===== src/rtl/letter_pkg.sv =====
`default_nettype none
// ============================================================================
// Module : letter_pkg
// Brief  : Shared definitions for the 2-bit letter symbol link transmitter.
//          This package holds the symbol constants, the letter_sel encodings,
//          the FSM state type, and the letter-to-halves decode function.
// Rev    : 1.0  initial release
// ============================================================================
package letter_pkg;

  // Symbol values as {MSB, LSB}
  localparam logic [1:0] SYM_E_FIRST  = 2'b11;
  localparam logic [1:0] SYM_E_SECOND = 2'b10;
  localparam logic [1:0] SYM_C_FIRST  = 2'b11;
  localparam logic [1:0] SYM_C_SECOND = 2'b00;
  localparam logic [1:0] SYM_IDLE     = 2'b00;

  // letter_sel encodings
  localparam logic [1:0] SEL_E    = 2'b00;
  localparam logic [1:0] SEL_C    = 2'b01;
  localparam logic [1:0] SEL_IDLE = 2'b10;
  localparam logic [1:0] SEL_RAW  = 2'b11;

  typedef enum logic [1:0] {
    ST_IDLE   = 2'b00,
    ST_FIRST  = 2'b01,
    ST_SECOND = 2'b10,
    ST_GAP    = 2'b11
  } tx_state_t;

  // Returns {first_half, second_half} for a stored request.
  function automatic logic [3:0] letter_halves(input logic [1:0] sel,
                                               input logic [3:0] raw);
    logic [3:0] halves;
    case (sel)
      SEL_E:    halves = {SYM_E_FIRST, SYM_E_SECOND};
      SEL_C:    halves = {SYM_C_FIRST, SYM_C_SECOND};
      SEL_IDLE: halves = {SYM_IDLE, SYM_IDLE};
      default:  halves = raw;
    endcase
    return halves;
  endfunction

endpackage
`default_nettype wire


===== src/rtl/letter_fifo.sv =====
`default_nettype none
// ============================================================================
// Module : letter_fifo
// Brief  : DEPTH x 6-bit synchronous request FIFO. The read data shows the
//          head entry combinationally. This FIFO has no push/pop bypass: when
//          the FIFO is full, a push is refused even if a pop happens in the
//          same cycle.
// Ports  : clk, rst_n (async active-low)
//          push/wr_data   - write request; ignored while full
//          pop            - remove head; ignored while empty
//          rd_data        - head entry
//          full/empty/count - occupancy status
// Rev    : 1.0  initial release
// ============================================================================
module letter_fifo #(
  parameter int DEPTH = 4
) (
  input  logic                           clk,
  input  logic                           rst_n,
  input  logic                           push,
  input  logic [5:0]                     wr_data,
  input  logic                           pop,
  output logic [5:0]                     rd_data,
  output logic                           full,
  output logic                           empty,
  output logic [$clog2(DEPTH+1)-1:0]     count
);

  localparam int AW = $clog2(DEPTH);
  localparam int CW = $clog2(DEPTH+1);
  localparam logic [CW-1:0] c_DEPTH = CW'(DEPTH);

  logic [5:0]    r_mem [DEPTH];
  logic [AW-1:0] r_wr_ptr;
  logic [AW-1:0] r_rd_ptr;
  logic [CW-1:0] r_count;
  logic          w_push_ok;
  logic          w_pop_ok;

  assign full      = (r_count == c_DEPTH);
  assign empty     = (r_count == '0);
  assign count     = r_count;
  assign rd_data   = r_mem[r_rd_ptr];
  assign w_push_ok = push && !full;
  assign w_pop_ok  = pop && !empty;

  // Storage is not reset; only pointers and count define validity.
  always_ff @(posedge clk) begin
    if (w_push_ok) begin
      r_mem[r_wr_ptr] <= wr_data;
    end
  end

  // DEPTH is a power of two, so pointers wrap naturally.
  always_ff @(posedge clk or negedge rst_n) begin
    if (!rst_n) begin
      r_wr_ptr <= '0;
      r_rd_ptr <= '0;
      r_count  <= '0;
    end else begin
      if (w_push_ok) r_wr_ptr <= r_wr_ptr + 1'b1;
      if (w_pop_ok)  r_rd_ptr <= r_rd_ptr + 1'b1;
      case ({w_push_ok, w_pop_ok})
        2'b10:   r_count <= r_count + 1'b1;
        2'b01:   r_count <= r_count - 1'b1;
        default: r_count <= r_count;
      endcase
    end
  end

endmodule
`default_nettype wire


===== src/rtl/letter_symbol_tx.sv =====
`default_nettype none
// ============================================================================
// Module : letter_symbol_tx
// Brief  : Transmit side of the 2-bit letter symbol link. This module takes
//          queued letter requests and emits each one as a two-symbol sequence.
//          After each letter it can insert GAP_CYCLES idle (00) symbols.
// Ports  : clk, rst_n (async active-low)
//          in_valid/in_ready       - request write handshake (ready = !full)
//          letter_sel, raw_sym     - request payload, captured at push
//          sym_msb/sym_lsb         - registered symbol outputs
//          letter_done             - high while the second half is driven
//          busy                    - FSM active or requests pending
//          fifo_count              - stored requests
// Config : LETTER_TX_HOLD2_EN - when defined, each symbol is held for two
//          clocks. When undefined, each symbol lasts one clock.
// Rev    : 1.0  initial release
// ============================================================================
module letter_symbol_tx
  import letter_pkg::*;
#(
  parameter int DEPTH      = 4,
  parameter int GAP_CYCLES = 1
) (
  input  logic                           clk,
  input  logic                           rst_n,
  input  logic                           in_valid,
  output logic                           in_ready,
  input  logic [1:0]                     letter_sel,
  input  logic [3:0]                     raw_sym,
  output logic                           sym_msb,
  output logic                           sym_lsb,
  output logic                           letter_done,
  output logic                           busy,
  output logic [$clog2(DEPTH+1)-1:0]     fifo_count
);

  localparam int GW = (GAP_CYCLES > 1) ? $clog2(GAP_CYCLES) : 1;
  localparam logic [GW-1:0] c_GAP_LAST = GW'((GAP_CYCLES > 0) ? GAP_CYCLES - 1 : 0);

  tx_state_t     r_state;
  tx_state_t     w_state_next;
  logic [3:0]    r_halves;
  logic [GW-1:0] r_gap_cnt;
  logic [1:0]    w_sym_next;
  logic          w_pop;
  logic          w_tick;
  logic          w_full;
  logic          w_empty;
  logic [5:0]    w_head;
  logic [3:0]    w_head_halves;

  letter_fifo #(
    .DEPTH (DEPTH)
  ) u_fifo (
    .clk     (clk),
    .rst_n   (rst_n),
    .push    (in_valid),
    .wr_data ({letter_sel, raw_sym}),
    .pop     (w_pop),
    .rd_data (w_head),
    .full    (w_full),
    .empty   (w_empty),
    .count   (fifo_count)
  );

  assign in_ready      = !w_full;
  assign busy          = (r_state != ST_IDLE) || !w_empty;
  assign w_head_halves = letter_halves(w_head[5:4], w_head[3:0]);

`ifdef LETTER_TX_HOLD2_EN
  // r_hold marks the second clock of a symbol period. It restarts on leaving
  // IDLE so that the first half is aligned to the pop edge.
  logic r_hold;

  always_ff @(posedge clk or negedge rst_n) begin
    if (!rst_n) begin
      r_hold <= 1'b0;
    end else if (r_state == ST_IDLE) begin
      r_hold <= 1'b0;
    end else begin
      r_hold <= ~r_hold;
    end
  end

  assign w_tick = r_hold;
`else
  assign w_tick = 1'b1;
`endif

  // Next-state logic. A pop happens only at a symbol-period boundary, except
  // in IDLE: there a pop happens as soon as a request is waiting.
  always_comb begin
    w_state_next = r_state;
    w_pop        = 1'b0;
    case (r_state)
      ST_IDLE: begin
        if (!w_empty) begin
          w_pop        = 1'b1;
          w_state_next = ST_FIRST;
        end
      end
      ST_FIRST: begin
        if (w_tick) w_state_next = ST_SECOND;
      end
      ST_SECOND: begin
        if (w_tick) begin
          if (GAP_CYCLES > 0) begin
            w_state_next = ST_GAP;
          end else if (!w_empty) begin
            w_pop        = 1'b1;
            w_state_next = ST_FIRST;
          end else begin
            w_state_next = ST_IDLE;
          end
        end
      end
      ST_GAP: begin
        if (w_tick && (r_gap_cnt == c_GAP_LAST)) begin
          if (!w_empty) begin
            w_pop        = 1'b1;
            w_state_next = ST_FIRST;
          end else begin
            w_state_next = ST_IDLE;
          end
        end
      end
      default: w_state_next = ST_IDLE;
    endcase
  end

  // The output symbol follows the state being entered. A freshly popped
  // letter supplies its first half directly from the FIFO head.
  always_comb begin
    w_sym_next = SYM_IDLE;
    case (w_state_next)
      ST_FIRST:  w_sym_next = w_pop ? w_head_halves[3:2] : r_halves[3:2];
      ST_SECOND: w_sym_next = r_halves[1:0];
      default:   w_sym_next = SYM_IDLE;
    endcase
  end

  always_ff @(posedge clk or negedge rst_n) begin
    if (!rst_n) begin
      r_state     <= ST_IDLE;
      r_halves    <= '0;
      r_gap_cnt   <= '0;
      sym_msb     <= 1'b0;
      sym_lsb     <= 1'b0;
      letter_done <= 1'b0;
    end else begin
      r_state <= w_state_next;
      if (w_pop) r_halves <= w_head_halves;
      if (r_state != ST_GAP) begin
        r_gap_cnt <= '0;
      end else if (w_tick) begin
        r_gap_cnt <= r_gap_cnt + 1'b1;
      end
      {sym_msb, sym_lsb} <= w_sym_next;
      letter_done        <= (w_state_next == ST_SECOND);
    end
  end

endmodule
`default_nettype wire

===== config.mk =====
export PLATFORM = sky130hd
export DESIGN_NAME = letter_symbol_tx
export DESIGN_NICKNAME = d
export VERILOG_FILES = /design/src/rtl/letter_pkg.sv /design/src/rtl/letter_fifo.sv /design/src/rtl/letter_symbol_tx.sv
export SDC_FILE = /design/constraint.sdc
export NUM_CORES = 1
export LEC_CHECK = 0
export BUFFER_PORTS_ARGS = -buffer_cell sky130_fd_sc_hd__buf_2
export CAP_MARGIN = 30
export CORE_ASPECT_RATIO = 2
export CORE_MARGIN = 10
export CORE_UTILIZATION = 57
export DETAILED_ROUTE_END_ITERATION = 12
export GPL_TIMING_DRIVEN = 0
export PLACE_DENSITY = 0.77
export SYNTH_ARGS = -nofsm -noshare
export SYNTH_HDL_FRONTEND = slang
export SYNTH_SLANG_ARGS = --single-unit

===== constraint.sdc =====
create_clock -name clk -period 3.2 [get_ports clk]
set_input_delay 0.16 -clock clk [delete_from_list [all_inputs] [get_ports clk]]
set_output_delay 0.16 -clock clk [all_outputs]
set_load 0.005 [all_outputs]

==> flow_summary.yaml, run 1 <==
final_layout:
  layout.nets: 168
  multiInputGateArea_um2: 622
  nFillCells: 245
  fin_cells: 179
  n_antenna_cell: 0
  drive_gt1_share_pct: 21.6
  syn_to_final_growth_pct: 13.0
  seq_area_um2: 1150
timing:
  skew_ps: 6.92
  fmax_ghz: 0.388
  relSlewSlack_pct: 70.4
  drv_slew: 0
  finalSetupViolCount: 0
  worst_slack_ps: 625
  hold_viol: 0
  worstMarginPinSlew_ps: 441
  finalCritPeriodShare_pct: 80.5
  setup_tns_ps: 0
  rsz0062_at_grt: "false"
  post-route-min-period_ps: 2570
cts:
  numClockSinks: 41
  cts_tree: "built"
  root_buffer: "clkbuf_8"
  clkLatencyLatePin_ps: 290
  ctsHtreeMaxLevel: 2
  numCtsBuffers: 5
  cts-resized-gates: 0
  clk_path_buf_depth: 2
  clk_pin_slew_worst_paths_ps: 80
logic_synthesis:
  syn-num-nets: 144
  yosys_warnings: 0
  syn-cell-area_um2: 1840
  synth_top_area_cell: "edfxtp_1"
  synth.lib_cells_used.distinct: 34
  synthArstFlopShare_pct: 41.5
  synth_top_area_share_pct: 39.2
  synth_cells: 123
  ys_seq_elements: 41
  yosys-top-cells-area: "edfxtp_1, dfrtp_1, ha_1"
  synth-edff-count: 24
  ys.flop_type: "edfxtp_1"
  syn_avg_cell_area_um2: 14.9
  yosysSeqAreaShare_pct: 62.4
power:
  peakVddDrop_mv: 0.621
  p_per_area_nw_per_um2: 1010
  power.leakage_nw: 0.885
global_routing:
  grt_pass1_wl_um: 4860
  grt_max_degree: 18
  overflow: 0
  grt_use_total_pct: 10.6
  antenna_found_initial: 0
  grt_pass1_vias: 1102
route:
  ant_nets: 0
  drt-total-wl_um: 2840
  drc_errors: 0
  drtPass1Iterations: 4
  drtIter0Drc: 21
  via_per_inst: 5.66
  vias: 1013
  post_drt_wl_per_cell_um: 15.9
setup_path:
  crit_arrival_ps: 2780
  cp-end-kind: "flop"
  r2r-end: "u_fifo.count[2]$_DFFE_PN0P_"
  reg2reg_setup_slack_ps: 630
  startpoint_type: "flop"
  criticalPathCategory: "flop to flop"
  r2r_cells: 11
  worst-path-max-fanout: 10
  required_ps: 3410
  regToRegStartpoint: "r_state[0]$_DFF_PN0_"
run_status:
  status: "finished clean"
worst_hold_path:
  worstHoldStart: "letter_sel[1]"
  hold_path_end: "u_fifo.r_mem[3][5]$_DFFE_PP_"
  min_path_cells: 1
  holdCritPathClass: "input pin to flop"
placed_design:
  dp_hpwl_um: 2220
  portBuffers: 16
  place_congestion: 0.767
  pre_cts_ws_ps: 628
  dp.cells: 170
floorplanning:
  start_util_pct: 58.2
  fp.dieW_um: 60.1
  die-area_um2: 6030
  io_pins: 17
  rows: 29
  core_region_area_um2: 3160
  die_h_um: 100
run:
  maxCapViolCount: 0
## cells by family after synthesis
family                   share of synthesized area, %
adder cells (fa/ha/maj)                          8.58
XOR/XNOR                                         2.86
AO/OA/AOI/OAI                                    5.38
AND/OR/NAND/NOR                                  8.04
multiplexers                                     8.99
buffers and inverters                            3.75
flip-flops                                       62.4
## timing repair
item | in CTS | in global routing
hold buffers | 1 | 0
hold endpoints to repair | 17 | 0
buffers inserted | 0 | 0
## cell type report
class / instances / area share, %
Sequential cell: 41 / 55.2
Multi-Input combinational cell: 66 / 30.0
Buffer: 3 / 0.964
Inverter: 13 / 2.35
Timing Repair Buffer: 17 / 4.34
Clock inverter: 3 / 1.99
Tap cell: 31 / 1.87
Clock buffer: 5 / 3.32
## registers in the layout (all words and copies together) (netlist names)
signal / count
u_fifo.r_mem: 24
r_halves: 4
u_fifo.count: 3
r_state: 2
u_fifo.r_rd_ptr: 2
u_fifo.r_wr_ptr: 2
letter_done: 1
r_gap_cnt: 1
sym_lsb: 1
sym_msb: 1
## synth_stat cells, drive strengths merged (3+ instances only)
| cell type | number |
|---|---|
| xor2 | 3 |
| dfrtp | 17 |
| and3 | 6 |
| inv | 13 |
| nor2 | 7 |
| ha | 11 |
| xnor2 | 3 |
| buf | 3 |
| nand2 | 8 |
| mux4 | 6 |
| edfxtp | 24 |
## power breakdown
group          switching, mW  internal (mW)
Combinational          0.456          0.404
Clock                  0.170          0.229
Sequential            0.0908          0.739
## cells in the final DEF, fill, tap and decap left out, types with 2 or more instances in the layout
cell type / synthesis / routed
and3_1: 4 / 4
xnor2_1: 3 / 3
o21ai_0: 2 / 2
inv_1: 13 / 13
nand2b_1: 2 / 2
buf_2: 1 / 17
edfxtp_1: 24 / 24
nand3_1: 2 / 2
dfrtp_1: 17 / 17
ha_1: 11 / 11
mux4_1: 5 / 5
xor2_1: 3 / 3
nor2_1: 7 / 7
o21a_1: 2 / 2
clkbuf_8: 0 / 5
nand2_1: 8 / 8
## per-layer routing
layer	up-vias	wire, um	track usage [%]
met5	-	0	0
met4	0	54	5.90
met3	5	130	3.41
li1	488	-	-
met2	20	1670	19.1
met1	500	992	9.64
## critical path, cell delays in order, from the launching register on
cell and delay, ps:
dfrtp_1 410, inv_1 130, ha_1 200, inv_1 50, a211oi_1 290, buf_2 290, ha_1 230, inv_1 70
fa_1 380, xor2_1 150, nor2_1 120, xor2_1 170
## how the worst max path moves through the flow
stage,startpoint,endpoint,depth (start not counted)
floorplan,r_state[0]$_DFF_PN0_,u_fifo.count[2]$_DFFE_PN0P_,10
global placement,r_state[1]$_DFF_PN0_,u_fifo.count[2]$_DFFE_PN0P_,10
detailed placement,r_state[0]$_DFF_PN0_,u_fifo.count[2]$_DFFE_PN0P_,11
CTS,r_state[0]$_DFF_PN0_,u_fifo.count[2]$_DFFE_PN0P_,11
global route,r_state[0]$_DFF_PN0_,u_fifo.count[2]$_DFFE_PN0P_,11
finish,r_state[0]$_DFF_PN0_,u_fifo.count[2]$_DFFE_PN0P_,11
## metrics by stage
stage / hold WS [ps] / power [mW] / util [%] / area (um2)
after global routing: 72.3 / 2.26 / 65.8 / 2080
after floorplan: -136 / 1.49 / - / 1840
after CTS: 73.9 / 2.12 / 65.8 / 2080
after detailed placement: 107 / 1.72 / 62.0 / 1960
after global placement: 97.8 / 1.65 / 62.0 / 1960
final: 82.3 / 2.09 / 65.8 / 2080
(Power assumes the default switching activity.)
==> run 2, diff against run 1 <==
ABC_AREA = 1   (was default)
CORE_UTILIZATION = 58   (was 57)
PLACE_DENSITY = 0.78   (was 0.77)
clock period = 2.52 ns   (was 3.2 ns; I/O delays follow)
==> run 2 against run 1 <==
  * Register-to-register slack lost 460 ps
  * Global-route usage grew 1.8 points
  * Synthesized cell count rose by 51%
  * Utilization is 2.0 points higher
  * Synthesized area grew 4.4%
  * Worst hold slack worse by 41 ps
  * Highest routed layer unchanged
==> flow_summary.yaml, run 2 <==
run_status:
  status: "finished clean"
timing:
  worst_slack_ps: 162
  drv_slew: 0
  setup_tns_ps: 0
  skew_ps: 7.23
  finalCritPeriodShare_pct: 93.6
  relSlewSlack_pct: 61.7
  hold_viol: 0
  finalSetupViolCount: 0
  rsz0062_at_grt: "false"
  fmax_ghz: 0.424
  timing.hold.ws_ps: 41.4
  worstMarginPinSlew_ps: 572
  post-route-min-period_ps: 2360
power:
  peakVddDrop_mv: 0.732
  power.leakage_nw: 1.02
  power.total_mw: 2.79
  p_per_area_nw_per_um2: 1290
placed_design:
  portBuffers: 16
  dp_hpwl_um: 2780
  pre_cts_ws_ps: 88.6
  place_congestion: 0.802
global_routing:
  grt_max_degree: 18
  grt_pass1_wl_um: 5870
  grt_use_met3_pct: 3.51
  grt_most_used_layer: "met2"
  antenna_found_initial: 0
  gr-usage-met2_pct: 24.5
  grt_use_total_pct: 12.4
  overflow: 0
  grt.met1_usage_pct: 9.41
  grt_pass1_vias: 1429
final_layout:
  final_common_cell: "nand2_1"
  n_antenna_cell: 0
  multiInputGateArea_um2: 628
  final_cell_mix: "nand2_1, inv_1, edfxtp_1"
  drive_gt1_share_pct: 16.1
  largest_reg_flops: 24
  seq_area_um2: 1150
  layout.nets: 231
  largest_register: "u_fifo.r_mem"
  final_util_pct: 67.8
  syn_to_final_growth_pct: 12.9
  nFillCells: 259
floorplanning:
  fp.dieW_um: 60.7
  rows: 29
  die_h_um: 101
  core_region_area_um2: 3190
  start_util_pct: 60.1
  die-area_um2: 6150
  io_pins: 17
cts:
  cts_tree: "built"
  numCtsBuffers: 5
  root_buffer: "clkbuf_8"
  clkLatencyLatePin_ps: 300
  clk_path_buf_depth: 2
  postCtsSetupBuffers: 0
  clk_pin_slew_worst_paths_ps: 80
  ctsHtreeMaxLevel: 2
  numClockSinks: 41
logic_synthesis:
  synth_top_area_share_pct: 37.6
  synth-edff-count: 24
  synthArstFlopShare_pct: 41.5
  ys.flop_type: "edfxtp_1"
  ys_seq_elements: 41
  yosysMostFrequentCell: "nand2_1"
  yosysSeqAreaShare_pct: 59.8
  syn-cell-area_um2: 1920
  syn_avg_cell_area_um2: 10.3
  synth.lib_cells_used.distinct: 25
  synthTopCellsByCount: "nand2_1, inv_1, edfxtp_1"
  yosys_warnings: 0
  synth_top_area_cell: "edfxtp_1"
  syn-num-nets: 207
  yosys-top-cells-area: "edfxtp_1, dfrtp_1, nand2_1"
  synth_cells: 186
route:
  drtIter0Drc: 35
  ant_nets: 0
  via_per_inst: 5.43
  vias: 1314
  drt-total-wl_um: 3510
  drc_errors: 0
  drtPass1Iterations: 4
  post_drt_wl_per_cell_um: 14.5
setup_path:
  crit_family: "adder cells"
  crit_arrival_ps: 2530
  cp-end-kind: "flop"
  slowest_stage: "dfrtp_1"
  critical-path-top-cell-by-count: "inv_1"
  worst-path-max-fanout: 8
  criticalPathCategory: "flop to flop"
  startpoint_type: "flop"
  required_ps: 2700
  slowest_delay_ps: 410
  crit_buf_inv: 4
  path_cells: "inv_1, ha_1, inv_1, nand3_4, inv_2, ha_1, inv_1, fa_1, a21oi_1, o21ai_0, xor2_1"
run:
  maxCapViolCount: 0
worst_hold_path:
  holdCritPathClass: "input pin to flop"
-- run 2: cell types whose count changed in the layout (fill, tap and decap cells not counted), moves of 4 or more --
cell,before,now
nand3_1,2,15
nand2_1,8,42
mux4_1,5,0
and3_1,4,0
o21ai_0,2,7
inv_2,0,4
nor2_1,7,11
inv_1,13,30
-- run 2: worst paths after layout --
path	startpoint	to	slack (ps)	cells past startpoint
worst max register to register	r_state[0]$_DFF_PN0_	u_fifo.count[2]$_DFFE_PN0P_	160	11
worst min-delay path	raw_sym[3]	u_fifo.r_mem[3][3]$_DFFE_PP_	40	1
worst min register to register	r_halves[0]$_DFFE_PN0N_	r_halves[0]$_DFFE_PN0N_	520	2
min in group asynchronous	rst_n	u_fifo.count[1]$_DFFE_PN0P_	270	2
worst max-delay path	r_state[0]$_DFF_PN0_	u_fifo.count[2]$_DFFE_PN0P_	160	11
max in group asynchronous	rst_n	r_halves[2]$_DFFE_PN0N_	1980	2
-- run 2: logic make-up after synthesis --
group / synth area share, %
buffers and inverters: 7.89
AO/OA/AOI/OAI: 6.39
AND/OR/NAND/NOR: 15.5
XOR/XNOR: 2.28
adder cells (fa/ha/maj): 8.22
flip-flops: 59.8
-- run 2: per-layer routing --
| metal | share of wire (%) | wire, um | up-vias |
|---|---|---|---|
| met5 | 0 | 0 | - |
| met4 | 1.7 | 59 | 0 |
| met3 | 3.6 | 127 | 7 |
| met2 | 61 | 2160 | 28 |
| met1 | 33 | 1170 | 635 |
| li1 | - | - | 644 |
-- run 2: layout make-up --
type	instances	area share, %
Sequential cell	41	52.9
Multi-Input combinational cell	108	29.0
Inverter	34	5.90
Timing Repair Buffer	17	4.16
Clock buffer	5	3.18
Clock inverter	3	1.91
Tap cell	31	1.79
Buffer	3	1.10
-- run 2: timing repair --
action,CTS,global route
endpoints found under the setup margin,0,1
hold buffers,1,0
hold endpoints to repair,17,0
gates resized for setup,0,2
-- run 2: per-stage QoR --
step / std cells / instance area [um2]
global placement: 233 / 2040
detailed placement: 233 / 2040
global route: 242 / 2160
finish: 242 / 2160
floorplan: 186 / 1920
CTS: 242 / 2160
-- run 2: power by group --
| part | switching [mW] | internal (mW) | total [mW] | leakage, nW |
|---|---|---|---|---|
| sequential | 0.102 | 0.932 | 1.03 | 0.423 |
| clock | 0.213 | 0.291 | 0.504 | 0.0518 |
| combinational | 0.795 | 0.460 | 1.26 | 0.549 |
| total | 1.11 | 1.68 | 2.79 | 1.02 |
